<file path="config.mk">
export PLATFORM = sky130hd
export DESIGN_NAME = regfile_2r1w_sb
export DESIGN_NICKNAME = d
export VERILOG_FILES = /design/src/rtl/regfile_2r1w_sb.sv
export SDC_FILE = /design/constraint.sdc
export NUM_CORES = 2
export LEC_CHECK = 0
export BUFFER_PORTS_ARGS = -buffer_cell sky130_fd_sc_hd__buf_2
export CORE_UTILIZATION = 57
export CTS_CLUSTER_DIAMETER = 200
export DETAILED_ROUTE_END_ITERATION = 6
export HOLD_SLACK_MARGIN = 0.06
export PLACE_DENSITY = 0.77
export RECOVER_POWER = 25
export SYNTH_ARGS = -nofsm -noshare
export SYNTH_HDL_FRONTEND = slang
export SYNTH_SLANG_ARGS = --single-unit
</file>
<file path="constraint.sdc">
create_clock -name clk -period 3.8 [get_ports clk]
set_input_delay 0.57 -clock clk [delete_from_list [all_inputs] [get_ports clk]]
set_output_delay 0.57 -clock clk [all_outputs]
set_load 0.01 [all_outputs]
</file>
<file path="src/rtl/regfile_2r1w_sb.sv">
// 2-read/1-write register file with write-to-read bypass and a per-register
// busy scoreboard. Decode reserves a destination (rsv_en), writeback writes
// and releases it (we). Register 0 can be hard-wired to zero.
module regfile_2r1w_sb #(
   parameter int DW       = 32,
   parameter int DEPTH    = 32,
   parameter int AW       = 5,
   parameter bit ZERO_REG = 1'b1
) (
   input  logic          clk,
   input  logic          rst_n,
   input  logic          we,
   input  logic [AW-1:0] wr_addr,
   input  logic [DW-1:0] wr_data,
   input  logic          rd_en,
   input  logic [AW-1:0] rd_addr_a,
   input  logic [AW-1:0] rd_addr_b,
   output logic [DW-1:0] rd_data_a,
   output logic [DW-1:0] rd_data_b,
   output logic          rd_valid,
   input  logic          rsv_en,
   input  logic [AW-1:0] rsv_addr,
   output logic          busy_a,
   output logic          busy_b
);

   // DEPTH widened by one bit so that DEPTH == 2**AW still compares correctly
   localparam logic [AW:0] DEPTH_W = DEPTH[AW:0];

   logic [DW-1:0] regs_q [DEPTH];
   logic [DW-1:0] regs_d [DEPTH];
   logic [DEPTH-1:0] busy_q, busy_d;
   logic [DW-1:0] rd_data_a_q, rd_data_a_d;
   logic [DW-1:0] rd_data_b_q, rd_data_b_d;
   logic          rd_valid_q, rd_valid_d;

   // An address is "live" when it maps to a real, writable register
   logic wr_ok, rsv_ok, rd_ok_a, rd_ok_b;
   logic hit_a, hit_b;
   logic [DW-1:0] val_a, val_b;

   // Classify every address port and form the read values, including bypass
   always_comb begin
      wr_ok   = we     && ({1'b0, wr_addr}   < DEPTH_W) && !(ZERO_REG && wr_addr   == '0);
      rsv_ok  = rsv_en && ({1'b0, rsv_addr}  < DEPTH_W) && !(ZERO_REG && rsv_addr  == '0);
      rd_ok_a =           ({1'b0, rd_addr_a} < DEPTH_W) && !(ZERO_REG && rd_addr_a == '0);
      rd_ok_b =           ({1'b0, rd_addr_b} < DEPTH_W) && !(ZERO_REG && rd_addr_b == '0);
      hit_a   = wr_ok && (wr_addr == rd_addr_a);
      hit_b   = wr_ok && (wr_addr == rd_addr_b);
      val_a   = '0;
      val_b   = '0;
      if (rd_ok_a) val_a = hit_a ? wr_data : regs_q[rd_addr_a];
      if (rd_ok_b) val_b = hit_b ? wr_data : regs_q[rd_addr_b];
   end

   // Next state of storage, scoreboard and read pipeline; reserve beats release
   always_comb begin
      for (int i = 0; i < DEPTH; i++) begin
         regs_d[i] = regs_q[i];
         busy_d[i] = busy_q[i];
         if (wr_ok && wr_addr == i[AW-1:0]) begin
            regs_d[i] = wr_data;
            busy_d[i] = 1'b0;
         end
         if (rsv_ok && rsv_addr == i[AW-1:0]) begin
            busy_d[i] = 1'b1;
         end
      end
      rd_data_a_d = rd_en ? val_a : rd_data_a_q;
      rd_data_b_d = rd_en ? val_b : rd_data_b_q;
      rd_valid_d  = rd_en;
   end

   // State registers; reset clears everything and drops any pending read
   always_ff @(posedge clk) begin
      if (!rst_n) begin
         for (int i = 0; i < DEPTH; i++) regs_q[i] <= '0;
         busy_q      <= '0;
         rd_data_a_q <= '0;
         rd_data_b_q <= '0;
         rd_valid_q  <= 1'b0;
      end else begin
         for (int i = 0; i < DEPTH; i++) regs_q[i] <= regs_d[i];
         busy_q      <= busy_d;
         rd_data_a_q <= rd_data_a_d;
         rd_data_b_q <= rd_data_b_d;
         rd_valid_q  <= rd_valid_d;
      end
   end

   // Busy lookup with same-cycle writeback release forwarded
   always_comb begin
      busy_a = rd_ok_a && busy_q[rd_addr_a] && !hit_a;
      busy_b = rd_ok_b && busy_q[rd_addr_b] && !hit_b;
   end

   assign rd_data_a = rd_data_a_q;
   assign rd_data_b = rd_data_b_q;
   assign rd_valid  = rd_valid_q;

endmodule

</file>
==> impl_metrics.sql <==
INSERT INTO impl_metrics (metric_group, metric, value, unit) VALUES
('clock_tree', 'cts_resized', '0', ''),
('min_path', 'min-delay-start', 'wr_data[29]', ''),
('placement', 'half_perimeter_wire_length_of_the_detailed_placement_result', '112400', 'um'),
('placement', 'place_worst_setup_slack', '0.7204', 'ns'),
('outcome', 'status', 'finished with violations', ''),
('global_route', 'grt_pass1_vias', '37158', ''),
('synth', 'yosys_warnings', '0', ''),
('timing', 'drv_slew', '317', ''),
('finish', 'final_cell_mix', 'edfxtp_1, nor2_1, mux4_2, nand2_1, mux2i_1', ''),
('synth', 'syn_area_per_cell', '15.24', 'um2'),
('clock_tree', 'tritoncts_clock_tree', 'done', ''),
('worst_setup_path', 'endpoint_kind', 'flop', ''),
('finish', 'n_fill_cell', '6515', ''),
('worst_setup_path', 'worst_r2r_path_depth', '4', ''),
('worst_setup_path', 'crit_arrival', '3.92', 'ns'),
('outcome', 'failing_checks', 'DRC, capacitance limit, slew limit', ''),
('synth', 'syn_inst', '3536', ''),
('synth', 'post_synth_instance_area', '53890', 'um2'),
('timing', 'setup-violations-final', '0', ''),
('clock_tree', 'clk_root_buffer_cell', 'clkbuf_16', ''),
('worst_setup_path', 'setup.worst_path.start', 'wr_addr[3]', ''),
('synth', 'synth_area_leaders', 'edfxtp_1, mux4_2, nor2_1', ''),
('finish', 'drive_gt1_share', '26.10', '%'),
('clock_tree', 'numClockSinks', '1121', ''),
('global_route', 'antenna_found_initial', '10', ''),
('finish', 'layout-area-overhead-vs-synth', '11.79', '%'),
('floorplanning', 'die_width', '309.5', 'um'),
('placement', 'globalplace.congestion', '0.9643', ''),
('synth', 'synth.lib_cells_used.distinct', '60', ''),
('worst_setup_path', 'slowest_stage', 'clkbuf_1', ''),
('timing', 'timing.max_slew.rel_slack', '-112.3', '%'),
('floorplanning', 'placeableCoreArea', '93470', 'um2'),
('floorplanning', 'die-area', '95780', 'um2'),
('clock_tree', 'worst_skew_late_latency', '0.71', 'ns'),
('synth', 'synth-async-reset-ratio', '0', '%'),
('min_path', 'hold-path-cell-count', '3', ''),
('synth', 'proportion_of_netlist_area_held_by_the_largest_area_contributor', '57.06', '%'),
('worst_setup_path', 'setup.worst_path.class', 'primary input to flop', ''),
('global_route', 'grt-ovfl-total', '0', ''),
('worst_setup_path', 'crit_reg_reg_startpoint', 'regs_q[23][21]', ''),
('pwr', 'static-leakage-power', '0.02058', 'uW'),
('drt', 'detail_route.wirelength', '186200', 'um'),
('clock_tree', 'cts_hold_buf', '0', ''),
('worst_setup_path', 'worstPathCellList', 'clkbuf_1, nor3_2, nand4_1, clkbuf_1, nor2_1', ''),
('finish', 'layout.nets', '3747', ''),
('floorplanning', 'ioPinCount', '124', ''),
('worst_setup_path', 'crit-reg2reg-capture', 'rd_data_a[21]', ''),
('global_route', 'grt.total_usage', '39.24', '%'),
('drt', 'drtPass1Iterations', '7', ''),
('clock_tree', 'h-tree-depth', '3', ''),
('drt', 'detailedRoute.firstIterationViolations', '7349', ''),
('timing', 'hold_viol', '0', ''),
('clock_tree', 'cts-root-to-sink-buffers', '3', ''),
('global_route', 'largest_net_degree_at_the_start_of_global_routing', '74', ''),
('synth', 'synth.largest_area_cell', 'edfxtp_1', ''),
('clock_tree', 'cts_inserted_buffers', '110', ''),
('floorplanning', 'die_h', '309.5', 'um'),
('global_route', 'first_pass_grt_wire_length', '262200', 'um'),
('synth', 'synth.ff_latch_count', '1121', ''),
('drt', 'num_vias', '38296', ''),
('worst_setup_path', 'critical_path_peak_fanout', '33', ''),
('pwr', 'vdd.ir_drop.worst', '0.5770', 'mV'),
('run', 'maxCapViolations', '16', ''),
('worst_setup_path', 'worst_path_largest_cell_delay', '2.27', 'ns'),
('timing', 'fmax', '276.8', 'MHz'),
('min_path', 'hold_path_class', 'primary input to flop', ''),
('timing', 'grt_setup_unrepaired', 'no', ''),
('clock_tree', 'path_clk_slew', '0.06', 'ns'),
('finish', 'layout_commonest_cell', 'edfxtp_1', ''),
('drt', 'drcViolationCount', '1', ''),
('floorplanning', 'num_rows', '112', '');
synthesized netlist by cell type (all sizes together) (12+ instances only):
master  count
a21oi      63
a221oi     12
a22o       15
a22oi      75
a32o       16
buf       128
clkbuf    184
dfxtp      97
edfxtp   1024
inv        52
mux2       15
mux2i     147
mux4      488
nand2     181
nand3      19
nor2      625
nor2b      16
nor3       13
o21ai     112
o22ai     129
stage by stage:
stage	area, um2	hold WS [ns]	std cells	TNS [ns]	power (uW)
after floorplan	54020	0.4249	3567	-13.27	17180
after global placement	57050	0.4298	4832	0	18550
after detailed placement	57050	0.4336	4832	0	18670
after CTS	60550	0.1911	5035	0	29190
after global routing	60230	0.2392	5035	0	29920
final	60250	0.2050	5041	0	29360
worst max-delay path by stage:
stage	end	depth (start not counted)	slack [ns]
2_1_floorplan	regs_q[22][0]	5	-0.14
3_3_place_gp	rd_data_a[12]	7	0.71
3_5_place_dp	rd_data_a[12]	7	0.72
4_1_cts	busy_a	5	0.82
5_1_grt	regs_q[3][31]	5	0.41
6_report	regs_q[3][1]	5	0.19
critical path: cells and delay by family:
| kind | cells | cell delay [ns] |
|---|---|---|
| AND/OR/NAND/NOR | 3 | 0.51 |
| buffers and inverters | 2 | 2.83 |
registers in the layout, summed over array words and instances, names as in the netlist:
signal and cells:
rd_valid 1, busy_q 32, regs_q 1024, rd_data_b 32, rd_data_a 32
kinds of logic after synthesis:
logic type,after synthesis,synth area share (%)
flip-flops,1121,60.66
other,1,0.006958
buffers and inverters,365,3.074
AND/OR/NAND/NOR,893,6.603
multiplexers,650,23.44
AO/OA/AOI/OAI,496,6.057
XOR/XNOR,10,0.1625
per-layer routing:
layer / wire length [um] / vias to the layer above / global-route usage [%]
met5: 54 / - / 0
met4: 14210 / 10 / 23.72
met3: 34800 / 947 / 14.48
met2: 78690 / 4266 / 55.95
met1: 58430 / 18750 / 51.61
li1: - / 14323 / -
area by class of cell:
type                       count  area, um2  area share, %
inverter                      53      198.9         0.3302
timing repair buffer         323       2449          4.064
sequential                  1121      32690          54.26
tap                         1254       1569          2.604
multi-input combinational   2081      19830          32.91
clock inverter                56      500.5         0.8307
antenna                        6      15.01        0.02492
clock buffer                 147       2999          4.978
power breakdown:
part           switching [uW]  internal (uW)
Clock                    4760           6010
Combinational            2180           1520
Sequential                515          14400
Power figures use the tool's default switching activity.
